### config.mk
export PLATFORM = sky130hd
export DESIGN_NAME = ls_mem_arbiter
export DESIGN_NICKNAME = d
export VERILOG_FILES = /design/src/rtl/ls_mem_arbiter.sv
export SDC_FILE = /design/constraint.sdc
export NUM_CORES = 1
export LEC_CHECK = 0
export ABC_AREA = 1
export CORE_ASPECT_RATIO = 0.7
export CORE_MARGIN = 5
export CORE_UTILIZATION = 38
export CTS_BUF_LIST = sky130_fd_sc_hd__clkbuf_16
export DETAILED_ROUTE_END_ITERATION = 12
export GPL_ROUTABILITY_DRIVEN = 0
export GPL_TIMING_DRIVEN = 0
export PLACE_DENSITY_LB_ADDON = 0.08
export SYNTH_ARGS = -nofsm -noshare
export SYNTH_HDL_FRONTEND = slang
export SYNTH_SLANG_ARGS = --single-unit
### constraint.sdc
create_clock -name clock -period 1.5 [get_ports clock]
set_input_delay 0.375 -clock clock [delete_from_list [all_inputs] [get_ports clock]]
set_output_delay 0.375 -clock clock [all_outputs]
set_load 0.05 [all_outputs]
### src/rtl/ls_mem_arbiter.sv
// ls_mem_arbiter: round-robin owner of the shared data-memory port for the load/store FUs.
// One transaction in flight; loads are matched by tag and extended before returning.
module ls_mem_arbiter #(
  parameter int NUM_REQ = 2,
  parameter int XLEN = 32
) (
  input  logic                    clock,
  input  logic                    reset,
  input  logic                    i_squash,
  input  logic [NUM_REQ-1:0]      i_req_valid,
  input  logic [NUM_REQ-1:0]      i_req_is_store,
  input  logic [NUM_REQ*XLEN-1:0] i_req_addr,
  input  logic [NUM_REQ*XLEN-1:0] i_req_data,
  input  logic [NUM_REQ*3-1:0]    i_req_size,
  output logic [NUM_REQ-1:0]      o_grant,
  output logic [NUM_REQ-1:0]      o_resp_valid,
  output logic [XLEN-1:0]         o_resp_data,
  output logic                    o_busy,
  output logic [1:0]              o_mem_command,
  output logic [XLEN-1:0]         o_mem_addr,
  output logic [XLEN-1:0]         o_mem_data,
  output logic [1:0]              o_mem_size,
  input  logic [3:0]              i_mem_response,
  input  logic [3:0]              i_mem_tag,
  input  logic [XLEN-1:0]         i_mem_rdata
);
  localparam int IW = NUM_REQ > 1 ? $clog2(NUM_REQ) : 1;
  typedef enum logic [1:0] {IDLE, ISSUE, WAIT, DRAIN} state_t;
  state_t r_state, w_next;
  logic [IW-1:0] r_ptr, r_id, w_pick;
  logic [XLEN-1:0] r_addr, r_data, r_resp_data, w_addr, w_data, w_field, w_ext;
  logic [2:0] r_size, w_size;
  logic r_store, w_store, w_any, w_respond;
  logic [3:0] r_tag;
  logic [NUM_REQ-1:0] r_resp_valid;
  logic [1:0] w_shift;
  wire w_accept = i_mem_response != 4'd0;
  wire w_match = i_mem_tag == r_tag;
  function automatic logic [IW-1:0] wrap(input int v);
    return IW'(v % NUM_REQ);
  endfunction
  // Last assignment wins, so scanning backwards leaves the requester nearest r_ptr.
  always_comb begin
    w_pick = r_ptr;
    w_any = 1'b0;
    for (int k = NUM_REQ - 1; k >= 0; k--)
      if (i_req_valid[wrap(int'(r_ptr) + k)]) begin
        w_pick = wrap(int'(r_ptr) + k);
        w_any = 1'b1;
      end
  end
  always_comb begin
    w_addr = '0;
    w_data = '0;
    w_size = '0;
    w_store = 1'b0;
    for (int k = 0; k < NUM_REQ; k++)
      if (IW'(k) == w_pick) begin
        w_addr = i_req_addr[k*XLEN +: XLEN];
        w_data = i_req_data[k*XLEN +: XLEN];
        w_size = i_req_size[k*3 +: 3];
        w_store = i_req_is_store[k];
      end
  end
  assign o_grant = (r_state == IDLE && !i_squash && w_any) ? NUM_REQ'(1) << w_pick : '0;
  always_comb begin
    w_next = r_state;
    w_respond = 1'b0;
    if (r_state == IDLE) w_next = |o_grant ? ISSUE : IDLE;
    else if (r_state == ISSUE) begin
      if (w_accept) w_next = r_store ? IDLE : (i_squash ? DRAIN : WAIT);
      else if (i_squash && !r_store) w_next = IDLE;
      w_respond = w_accept && r_store;
    end else if (r_state == WAIT) begin
      w_next = w_match ? IDLE : (i_squash ? DRAIN : WAIT);
      w_respond = w_match && !i_squash;
    end else w_next = w_match ? IDLE : DRAIN;
  end
  assign w_shift = r_size[1:0] == 2'd2 ? 2'd0 : r_addr[1:0];
  assign w_field = i_mem_rdata >> {w_shift, 3'b000};
  assign w_ext = r_size[1:0] == 2'd0 ? {{(XLEN-8){w_field[7] & ~r_size[2]}}, w_field[7:0]} :
                 r_size[1:0] == 2'd1 ? {{(XLEN-16){w_field[15] & ~r_size[2]}}, w_field[15:0]} : w_field;
  always_ff @(posedge clock) begin
    if (reset) begin
      r_state <= IDLE;
      r_ptr <= '0;
      r_id <= '0;
      r_addr <= '0;
      r_data <= '0;
      r_size <= '0;
      r_store <= 1'b0;
      r_tag <= '0;
      r_resp_valid <= '0;
      r_resp_data <= '0;
    end else begin
      r_state <= w_next;
      r_resp_valid <= w_respond ? NUM_REQ'(1) << r_id : '0;
      r_resp_data <= (w_respond && !r_store) ? w_ext : '0;
      if (|o_grant) begin
        r_id <= w_pick;
        r_ptr <= wrap(int'(w_pick) + 1);
        r_addr <= w_addr;
        r_data <= w_data;
        r_size <= w_size;
        r_store <= w_store;
      end
      if (r_state == ISSUE && w_accept) r_tag <= i_mem_response;
    end
  end
  wire w_issue = r_state == ISSUE;
  assign o_busy = r_state != IDLE;
  assign o_mem_command = w_issue ? (r_store ? 2'd2 : 2'd1) : 2'd0;
  assign o_mem_addr = w_issue ? {r_addr[XLEN-1:2], 2'b00} : '0;
  assign o_mem_data = w_issue ? r_data << {r_addr[1:0], 3'b000} : '0;
  assign o_mem_size = w_issue ? r_size[1:0] : 2'd0;
  assign o_resp_valid = r_resp_valid;
  assign o_resp_data = r_resp_data;
endmodule

Yosys cells after proc, flatten, opt, wreduce, memory -nomap -nowiden
Index checks and enable logic that the tools add are counted.
Word-level totals
  bits of input ports: 181
  output and inout bits: 105
  flip-flop bits (word level): 110
  logic and storage cells: 79
Operators by class
  multiplexer cells: 34
  $lt $le $gt $ge: 2
  $add $sub $neg: 2
  bitwise operators: 5
  eq/ne operators: 6
  shift-type cells: 4
  reduce and logical (&&, ||, !) cells: 16
Operators with widths (count)
  2-to-1 mux 32 bit: 6
  left shift 32 x 5 -> 32 bit: 1
  right shift 32 x 5 -> 32 bit: 1
  2-to-1 mux 2 bit: 13
  2-to-1 mux 1 bit: 14
  logical AND 1 bit: 7
  OR reduction 2 bit: 3
  == test 2 x 1 -> 1 bit (second input constant): 2
  == test 2 bit (second input constant): 2
  == test 4 bit: 1
  logical NOT 2 bit: 2
  less-than comparator 1 x 2 -> 1 bit (second input constant): 2
  inequality test 4 x 2 -> 1 bit (second input constant): 1
  nonzero test 4 bit: 1
  left shift 1 x 1 -> 2 bit (first input constant): 2
  2-to-1 mux 3 bit: 1
  inverter 1 bit: 3
  adder 1 bit (second input constant): 2
  bitwise AND 1 bit: 2
  logical NOT 1 bit: 2
  nonzero test 2 bit: 1

Longest topological paths before layout
  word-level depth: 10
  gate-level depth with buffers: 10
  gate-level depth less buffers: 9

Least setup slack after synthesis
OpenSTA, ideal clock, no wires.
  path kind: register to output
  start point: reg r_addr[0]
  end point: out o_mem_data[19]
  required time: 1125 ps
  buffers on the path: 2
  stages on the path, launching flop included: 6
  arrival: 2206 ps
  setup slack: -1081 ps
  cells stage by stage: dfxtp_1 > buf_2 > inv_1 > buf_1 > nor2_1 > o32ai_1
On the way
  longest elaborated chain between the ends: 2
Ends and longest elaborated chain
  from (decl): line 31  | logic [XLEN-1:0] r_addr, r_data, r_resp_data, w_addr, w_data, w_field, w_ext;
  from (signal assigned): line 102  | r_addr <= w_addr;
  left shift 32 x 5 -> 32 bit: line 114  | assign o_mem_data = w_issue ? r_data << {r_addr[1:0], 3'b000} : '0;
  2-to-1 mux 32 bit: line 114
  to (decl): line 21  | output logic [XLEN-1:0] o_mem_data,
No other way between the ends.

Worst setup path in the final report
  start point: reg r_state[1]
  end point: out o_mem_data[28]
On the way
  longest elaborated chain between the ends: 2
Ends and longest elaborated chain
  from (decl): line 29  | state_t r_state, w_next;
  from (signal assigned): line 96  | r_state <= w_next;
  == test 2 x 1 -> 1 bit: line 110  | wire w_issue = r_state == ISSUE;
  2-to-1 mux 32 bit: line 114
No other way between the ends.

==> results.md <==
- In the final layout, the share of cells above drive strength 1 is 0.294.
- In the synthesized netlist the async set-or-reset flop fraction comes to 0.
- Detailed placement ended at an HPWL of 17700 um.
- The number of I/O port buffers is 282.
- The count of antenna diodes in the layout is 0.
- The critical path goes through inv_4 -> nand2_4 -> inv_8 -> nand2_8 -> clkbuf_16 -> o32ai_4 -> buf_6.
- The summed instance area of the synthesized netlist is 5980 sq um.
- The run finished, with violations left.
- The total power is 10.9 mW.
- The leading register cell type out of synthesis is sky130_fd_sc_hd__dfxtp_1.
- For this run, the number of Yosys warnings is 0.
- Along the worst path, the maximum fanout reaches 7.
- Counting distinct cell types in the post-synthesis netlist gives 28.
- The path type of the worst setup path is flip-flop to output port.
- The number of cells produced by synthesis is 992.
- The max capacitance violation total is 0.
- The net switching power figure is 4.29 mW.
- On the critical path the largest part of the delay comes from buffers and inverters.
- The final setup slack of the worst path is -537 ps.
- The vertical die dimension is 115 um.
- The total CTS buffers is 9.
- The synthesized design contains 110 register bits.
- The clock net sink count is 110.
- The checks that failed: negative setup slack.
- Dividing the synthesized area by the synthesized cell count gives 6.03 sq um.
- The first global-routing pass estimated 37100 um of wire.
- The number of hold buffers added after cts is 0.
- The library cells used most frequently in the layout, excluding fill and tap cells, are 372 x sky130_fd_sc_hd__nand2_1, 176 x sky130_fd_sc_hd__clkdlybuf4s50_1, 117 x sky130_fd_sc_hd__inv_1, 103 x sky130_fd_sc_hd__dfxtp_1, 76 x sky130_fd_sc_hd__nand3_1.
- The layout has 1167 filler cells.
- The number of optimization iterations in the first detailed-route pass is 5.
- The region available for standard cell placement spans 15500 sq um.
- The residual antenna-violating net count after detailed routing is 0.
- The signed area change from the synthesized netlist to the final layout is 95.2%.
- Dividing the detail-routed via count by the number of cells gives 4.92.
- The time the final worst path needs with I/O delays and setup is 2040 ps.
- The critical path contains buffers and inverters numbering 4 combined.
- Of the total power, combinational logic draws 0.477.
- The number of enable-type register cells in the synthesized netlist is 0.
- The die outline area is 18400 sq um.
- During I/O placement, the number of pins put on the boundary was 286.
- The number of placed instances, taps included, is 1475.
- The largest net degree at the start of global routing is 19.
- The worst endpoint data arrival time is 1660 ps.
- The share of total power consumed by net switching is 0.394.
- Setup repair after global routing could not meet its margin everywhere.
- TritonCTS built the clock tree.
- The clock transition at the register clock pins on the worst setup and hold paths after CTS is 70 ps.
- For this block, the routed nets add up to 24700 um of wire.
- The critical path capture point type is an output port.
- For the pin with the worst max-slew slack, the measured transition is 626 ps.
- The total overflow left after global routing is 0.
- In this run the static leakage power is 5.22 nW.
- The average wire length per cell after detail routing is 16.1 um.
- In the final layout, the multi-input gates occupy 4120 sq um.
- The root buffer cell chosen for the clock tree is sky130_fd_sc_hd__clkbuf_16.
- The maximum VDD drop is 0.540 mV.
- The share of total power dissipated in sequential elements is 0.312.
- STA classifies the critical path startpoint as a flip-flop.
- The data required time of the worst path is 1120 ps.
- The slowest stage of the critical path belongs to the cell sky130_fd_sc_hd__dfxtp_4.
- The count of final hold-check violations is 0.
- Leaving out filler cells and counting taps, the final layout contains 1537.
- The initial detailed-routing violation count is 415.
- The initialized floorplan defines 38 standard-cell rows.
- The clock skew is 10.2 ps.
- The die is 160 um wide.
- In the final design database the tool counted 1514 nets.
- The tightest slew margin relative to the limit is 0.582.
- Setup violations remaining at the end of the flow were counted as 169.
- The number of global-route vias before repair came to 7170.
- In this run the number of H-tree levels came out at 3.
- Timing would allow up to 0.491 GHz.
- For this run, the slowest stage of the critical path takes 360 ps.
- The register area is 2210 sq um.
- The worst hold path belongs to the class input pin to flip-flop.
- The clock insertion delay at the later pin of the skew report is 350 ps.
- The leading cell type in the layout, fill and taps excluded is sky130_fd_sc_hd__nand2_1.
- Across every metal layer, demand over resource in global routing totals 0.249.
- In this run the power density over the cells is 933 nW/um^2.
- The number of antenna violations at the first check in global routing is 0.
- Hold is met by 349 ps.
- Cell internal power was estimated by the tool at 6.60 mW.
- For this configuration, the core starts out at a cell density of 0.387.
- The number of max-slew violations in the final report came to 0.
- The power share of the clock group is 0.211.
- The final route contains 7569 vias.
- Of the available clock period, the critical path in the final layout requires 1.36.
- The DRC violations left is 0.
- No sink is reached through more buffers than the 2 on the longest clock path.
- The share of synthesized area occupied by flip-flops and latches is 0.368.
power groups by stage:
stage	Combinational, mW	Clock [mW]	Sequential (mW)
floorplan	2.61	0	3.48
global placement	3.92	0	3.41
detailed placement	3.95	0	3.42
CTS	4.77	2.35	3.38
global route	5.55	2.45	3.42
finish	5.19	2.30	3.40
cell type report:
type / count / share of cell area
multi-input combinational: 694 / 0.353
inverter: 128 / 0.0431
buffer: 60 / 0.0576
tap: 200 / 0.0214
sequential: 110 / 0.190
clock inverter: 6 / 0.00418
timing repair buffer: 330 / 0.312
clock buffer: 9 / 0.0193
stage by stage:
step	util	cell area, sq um	TNS (ps)	worst slack (ps)
after global routing	0.756	11700	-53060	-588
after detailed placement	0.634	9800	-126430	-1620
after global placement	0.634	9800	-126080	-1580
final	0.756	11700	-41480	-537
after floorplan	-	6730	-4550	-221
after CTS	0.720	11100	-34840	-514
metal layers:
layer | global-route usage | routed length (um)
met1 | 0.321 | 10500
met2 | 0.420 | 11600
met3 | 0.0699 | 2040
met4 | 0.0602 | 517
met5 | 0 | 0
sequential cells by signal (all words and copies together), names as in the netlist:
name          flops
r_data           32
r_store           1
r_addr           32
r_ptr             1
r_state           2
r_size            3
r_id              1
r_tag             4
o_resp_data      32
o_resp_valid      2
synthesized netlist by cell type (2+ instances only):
cell type,number,area share
sky130_fd_sc_hd__a211oi_1,2,0.0025
sky130_fd_sc_hd__a21oi_1,31,0.026
sky130_fd_sc_hd__a21oi_2,2,0.0029
sky130_fd_sc_hd__buf_1,8,0.0050
sky130_fd_sc_hd__buf_2,30,0.025
sky130_fd_sc_hd__buf_4,4,0.0050
sky130_fd_sc_hd__clkbuf_1,18,0.011
sky130_fd_sc_hd__dfxtp_1,110,0.37
sky130_fd_sc_hd__inv_1,122,0.077
sky130_fd_sc_hd__inv_2,5,0.0031
sky130_fd_sc_hd__mux2i_1,8,0.013
sky130_fd_sc_hd__nand2_1,397,0.25
sky130_fd_sc_hd__nand2_2,3,0.0031
sky130_fd_sc_hd__nand3_1,92,0.077
sky130_fd_sc_hd__nand3_2,2,0.0033
sky130_fd_sc_hd__nor2_1,107,0.067
sky130_fd_sc_hd__o211ai_1,8,0.010
sky130_fd_sc_hd__o21ai_0,18,0.015
sky130_fd_sc_hd__o32ai_1,16,0.023
cell families (layout without fill, tap and decap cells):
group,count (synthesis),in the layout,share of synthesized area
muxes,8,8,0.0134
other,1,2,0.000627
buffers and inverters,189,533,0.129
DFF,110,110,0.368
and+or+nand+nor,603,603,0.402
AOI/OAI and AO/OA,81,81,0.0868
repair_timing:
action	CTS	global route
cloned	10	3
pin swaps	13	9
resized for setup	717	137
endpoints found under the setup margin	205	170
setup buffers	24	12
worst reg2reg max path: stages (launching register included):
cell                       delay (ps)
sky130_fd_sc_hd__dfxtp_4          360
sky130_fd_sc_hd__inv_4             60
sky130_fd_sc_hd__buf_4            110
sky130_fd_sc_hd__buf_6             90
sky130_fd_sc_hd__nand3_4           90
sky130_fd_sc_hd__a211oi_4         240
sky130_fd_sc_hd__buf_6            160
sky130_fd_sc_hd__buf_12           140
sky130_fd_sc_hd__buf_12           120
sky130_fd_sc_hd__buf_16           110
sky130_fd_sc_hd__nand2_1           50
sky130_fd_sc_hd__nand3_1           70
sky130_fd_sc_hd__nand2_1           70
sky130_fd_sc_hd__inv_1             70
final timing paths:
kind | cells past startpoint | to | from | slack (ps)
max reg2reg | 13 | r_data[11] | r_state[1] | -290
min reg2reg | 1 | o_resp_valid[0] | r_id | 460
min | 2 | r_tag[1] | reset | 350
max | 7 | o_mem_data[28] | r_state[1] | -540
No activity file was read; power rests on OpenSTA's default activity.
==> RTL edit 1: new RTL, config.mk and constraints unchanged <==
Set the parameter `XLEN` to 28 (it was 32).
--- a/src/rtl/ls_mem_arbiter.sv
+++ b/src/rtl/ls_mem_arbiter.sv
@@ -2,7 +2,7 @@
 // One transaction in flight; loads are matched by tag and extended before returning.
 module ls_mem_arbiter #(
   parameter int NUM_REQ = 2,
-  parameter int XLEN = 32
+  parameter int XLEN = 28
 ) (
   input  logic                    clock,
   input  logic                    reset,
Interface: changed (6 resized); port bits go from 286 to 254. No check against the original RTL was run, so the function may have changed too.
==> RTL edit 1 against the original RTL <==
The run still ends with setup timing left; highest routed layer unchanged; power grew 24%; area after synthesis decreased by 7.2%; setup slack improved by 38 ps; sequential share of layout area up 0.21 points; sequential cell count down 12; routed wire length is 4.9% lower; cell area is 12% lower; clock power decreased by 7%.
==> RTL edit 1: results (changes against the original RTL) <==
{
  "global_routing": {
    "met2_usage": {"value": 40.3, "unit": "%", "change": "-1.7 points"},
    "grtUsageMet1": {"value": 36.5, "unit": "%", "change": "+4.4 points"},
    "grt_max_degree": {"value": 16, "change": "-3"},
    "grt_first_pass_wirelength": {"value": 35500, "unit": "um", "change": "-4.4%"}
  },
  "layout": {
    "regArea": {"value": 0.00197, "unit": "mm2", "change": "-11%"},
    "nMultiInputCombCells": {"value": 613, "change": "-12%"},
    "sequential_cell_total": {"value": 98, "change": "-11%"},
    "layout.clock.cell_area_share": {"value": 2.52, "unit": "%", "change": "+0.17 points"},
    "postLayoutCellArea": {"value": 0.0103, "unit": "mm2", "change": "-12%"}
  },
  "yosys": {
    "postSynthCellCount": {"value": 882, "change": "-11%"},
    "synth_seq_area_share": {"value": 35.3, "unit": "%", "change": "-1.5 points"},
    "synth_fa_ha_area_share": {"value": 0.180, "unit": "%", "change": "+0.18 points"},
    "synth-compound-area-share": {"value": 8.30, "unit": "%", "change": "-0.38 points"}
  },
  "power": {
    "total_leakage_power": {"value": 4.56, "unit": "nW", "change": "-13%"},
    "p_int": {"value": 7.47, "unit": "mW", "change": "+13%"},
    "peakVddDrop": {"value": 0.706, "unit": "mV", "change": "+31%"}
  },
  "drt": {
    "drt-met1-wl": {"value": 10600, "unit": "um", "change": "+1.1%"},
    "wl_met3": {"value": 1620, "unit": "um", "change": "-21%"},
    "routedWlPerCell": {"value": 17.0, "unit": "um", "change": "+5.7%"},
    "num_vias": {"value": 6916, "change": "-8.6%"}
  },
  "placed_design": {
    "io_buffers": {"value": 251, "change": "-11%"},
    "preCtsSetupSlack": {"value": -1470, "unit": "ps", "change": "+152 ps"}
  },
  "run_status": {
    "status": "complete, but fails checks",
    "failing_checks": "setup timing"
  },
  "setup_path": {
    "worst_setup_ep": "o_mem_data[21]",
    "crit_path_max_incr_delay": {"value": 330, "unit": "ps", "change": "-30 ps"},
    "critPathSlowestCell": "sky130_fd_sc_hd__dfxtp_2",
    "cp_max_fo": {"value": 8, "change": "+1"}
  },
  "sta": {
    "worst_hold_margin": {"value": 390, "unit": "ps", "change": "+41.6 ps"},
    "setup_ws": {"value": -499, "unit": "ps", "change": "+37.6 ps"},
    "timing.final.setup_violations": {"value": 140, "change": "-17%"},
    "fin_worst_skew": {"value": 7.20, "unit": "ps", "change": "-2.99 ps"},
    "timing_worst_slew_pin_value": {"value": 523, "unit": "ps", "change": "-104 ps"}
  }
}
RTL edit 1: timing repair:
action / in CTS / in global routing
pin swaps: 12 / 9
gates resized for setup: 655 / 76
setup buffers: 23 / 9
hold buffers: 0 / 0
endpoints found under the hold margin: 0 / 0
setup endpoints to repair: 182 / 149
gates cloned: 8 / 3
RTL edit 1: worst reg2reg max path, stage by stage, from the launching register on:
cell and delay, ps:
sky130_fd_sc_hd__dfxtp_2 330, sky130_fd_sc_hd__buf_12 150, sky130_fd_sc_hd__buf_8 140, sky130_fd_sc_hd__nand2_2 80
sky130_fd_sc_hd__buf_6 140, sky130_fd_sc_hd__nand2_1 70, sky130_fd_sc_hd__nand3_2 110, sky130_fd_sc_hd__nand3_4 130
sky130_fd_sc_hd__bufbuf_16 300, sky130_fd_sc_hd__a21oi_2 120
==> RTL edit 2: new RTL, same flow settings <==
Without the edit above. Encoding of `state_t`: now one-hot (4 bits for 4 states).
--- a/src/rtl/ls_mem_arbiter.sv
+++ b/src/rtl/ls_mem_arbiter.sv
@@ -25,7 +25,7 @@
   input  logic [XLEN-1:0]         i_mem_rdata
 );
   localparam int IW = NUM_REQ > 1 ? $clog2(NUM_REQ) : 1;
-  typedef enum logic [1:0] {IDLE, ISSUE, WAIT, DRAIN} state_t;
+  typedef enum logic [3:0] {IDLE = 4'b0001, ISSUE = 4'b0010, WAIT = 4'b0100, DRAIN = 4'b1000} state_t;
   state_t r_state, w_next;
   logic [IW-1:0] r_ptr, r_id, w_pick;
   logic [XLEN-1:0] r_addr, r_data, r_resp_data, w_addr, w_data, w_field, w_ext;
Behaviour: same outputs for any inputs over 4 cycles, from zero or initial values and one cycle with reset high; so few cycles prove little.
==> RTL edit 2 against the original RTL <==
The run still ends with setup timing left; routed wire length up 20%; cell area is 11% higher; first-iteration DRC count rose by 57%; sequential power fell by 2%; sequential cell count is 2 higher; area after synthesis up 2.6%; power fell by 9.2%; setup slack worse by 160 ps; largest cell class is now multi-input gates; highest routed layer unchanged.
==> RTL edit 2: results (changes against the original RTL) <==
{
  "run_status": {
    "status": "complete, but fails checks",
    "failing_checks": "setup timing"
  },
  "sta": {
    "setup_tns": {"value": -78230, "unit": "ps", "change": "-36750 ps"},
    "setup_ws": {"value": -699, "unit": "ps", "change": "-163 ps"},
    "timing.final.setup_violations": {"value": 177, "change": "+4.7%"}
  },
  "placed_design": {
    "detailedPlacementHpwl": {"value": 19100, "unit": "um", "change": "+7.5%"},
    "preCtsSetupSlack": {"value": -2090, "unit": "ps", "change": "-470 ps"},
    "dpl.cell_count": {"value": 1521, "change": "+3.1%"}
  },
  "setup_path": {
    "cp_max_fo": {"value": 4, "change": "-3"},
    "timing.critical_path.arrival": {"value": 1820, "unit": "ps", "change": "+160 ps"},
    "worst_setup_ep": "o_grant[0]",
    "critical_path.reg2reg.endpoint": "o_resp_data[14]",
    "reg2regPathDepth": {"value": 11, "change": "-2"},
    "rrSetupSlack": {"value": -580, "unit": "ps", "change": "-290 ps"}
  },
  "worst_hold_path": {
    "min_path_type": "flop to flop"
  },
  "global_routing": {
    "grt_pass1_vias": {"value": 7295, "change": "+1.7%"},
    "grt_max_degree": {"value": 21, "change": "+2"},
    "grt_first_pass_wirelength": {"value": 38500, "unit": "um", "change": "+3.8%"},
    "global_route.usage.total": {"value": 25.6, "unit": "%", "change": "+0.70 points"}
  },
  "drt": {
    "routedWlPerCell": {"value": 18.6, "unit": "um", "change": "+16%"},
    "drt_iter0_drc": {"value": 651, "change": "+57%"},
    "num_vias": {"value": 8221, "change": "+8.6%"}
  },
  "power": {
    "total_leakage_power": {"value": 5.74, "unit": "nW", "change": "+10%"},
    "switching_pwr": {"value": 3.75, "unit": "mW", "change": "-13%"}
  },
  "clock_network": {
    "clock_sink_count": {"value": 112, "change": "+1.8%"}
  },
  "layout": {
    "drive_gt1_share": {"value": 38.5, "unit": "%", "change": "+9.1 points"}
  },
  "yosys": {
    "synth_area_leaders": "sky130_fd_sc_hd__dfxtp_1 37%, sky130_fd_sc_hd__nand2_1 29%, sky130_fd_sc_hd__a21oi_1 8.1%",
    "yosys-top-cells-count": "472 x sky130_fd_sc_hd__nand2_1, 112 x sky130_fd_sc_hd__dfxtp_1, 108 x sky130_fd_sc_hd__nor2_1",
    "postSynthCellCount": {"value": 1038, "change": "+4.6%"}
  }
}
## RTL edit 2: cell families (layout without fill, tap and decap cells)
logic type,count (synthesis),after routing,share of synthesized area (%)
flip-flops,112,112,36.5
AO/OA/AOI/OAI,169,169,14.6
other,1,2,0.0611
AND/OR/NAND/NOR,617,617,39.2
XOR/XNOR,4,4,0.571
buffers and inverters,135,493,9.11
## RTL edit 2: area by class of cell
type | instances | area share [%]
plain buffers | 67 | 5.73
well taps | 200 | 1.93
multi-input cells | 792 | 40.2
clock inverters | 7 | 0.540
flip-flops and latches | 112 | 17.4
repair buffers | 344 | 30.3
clock buffers | 9 | 1.74
inverters | 66 | 2.10
## RTL edit 2: power groups by stage
stage	Clock (mW)	Combinational, mW	Sequential, mW
floorplan	0	1.70	3.32
global placement	0	2.62	3.35
detailed placement	0	2.66	3.36
CTS	2.42	3.00	3.29
global route	2.56	4.39	3.34
finish	2.43	4.14	3.32
## RTL edit 2: metal layers
metal  up-vias  part of all wire, %  track usage [%]
met5         -                    0                0
li1       3940                    -                -
met4         0                  2.5             6.59
met2       362                   47             40.8
met1      3860                   42             34.8
met3        59                  8.2             7.05
## RTL edit 2: timing repair
item / 4_1_cts / 5_1_grt
buffers inserted: 25 / 23
endpoints found under the setup margin: 207 / 202
cloned: 3 / 15
hold buffers: 0 / 0
resized for setup: 633 / 403
pin swaps: 26 / 160
## RTL edit 2: worst min path at each step
stage	to	slack (ps)	cells past startpoint	startpoint
5_1_grt	r_addr[2]	480	2	r_addr[2]
2_1_floorplan	o_resp_valid[0]	390	1	r_id
4_1_cts	o_resp_valid[0]	450	1	r_id
6_report	o_resp_valid[0]	460	1	r_id
3_5_place_dp	o_resp_valid[0]	430	1	r_id
3_3_place_gp	o_resp_valid[0]	400	1	r_id
## RTL edit 2: per-stage QoR
stage	total power, mW	area (um2)	util, %
floorplan	5.02	7050	-
global placement	5.97	10100	64.5
detailed placement	6.02	10100	64.5
CTS	8.70	11200	71.3
global route	10.3	13000	82.7
finish	9.89	13000	82.7
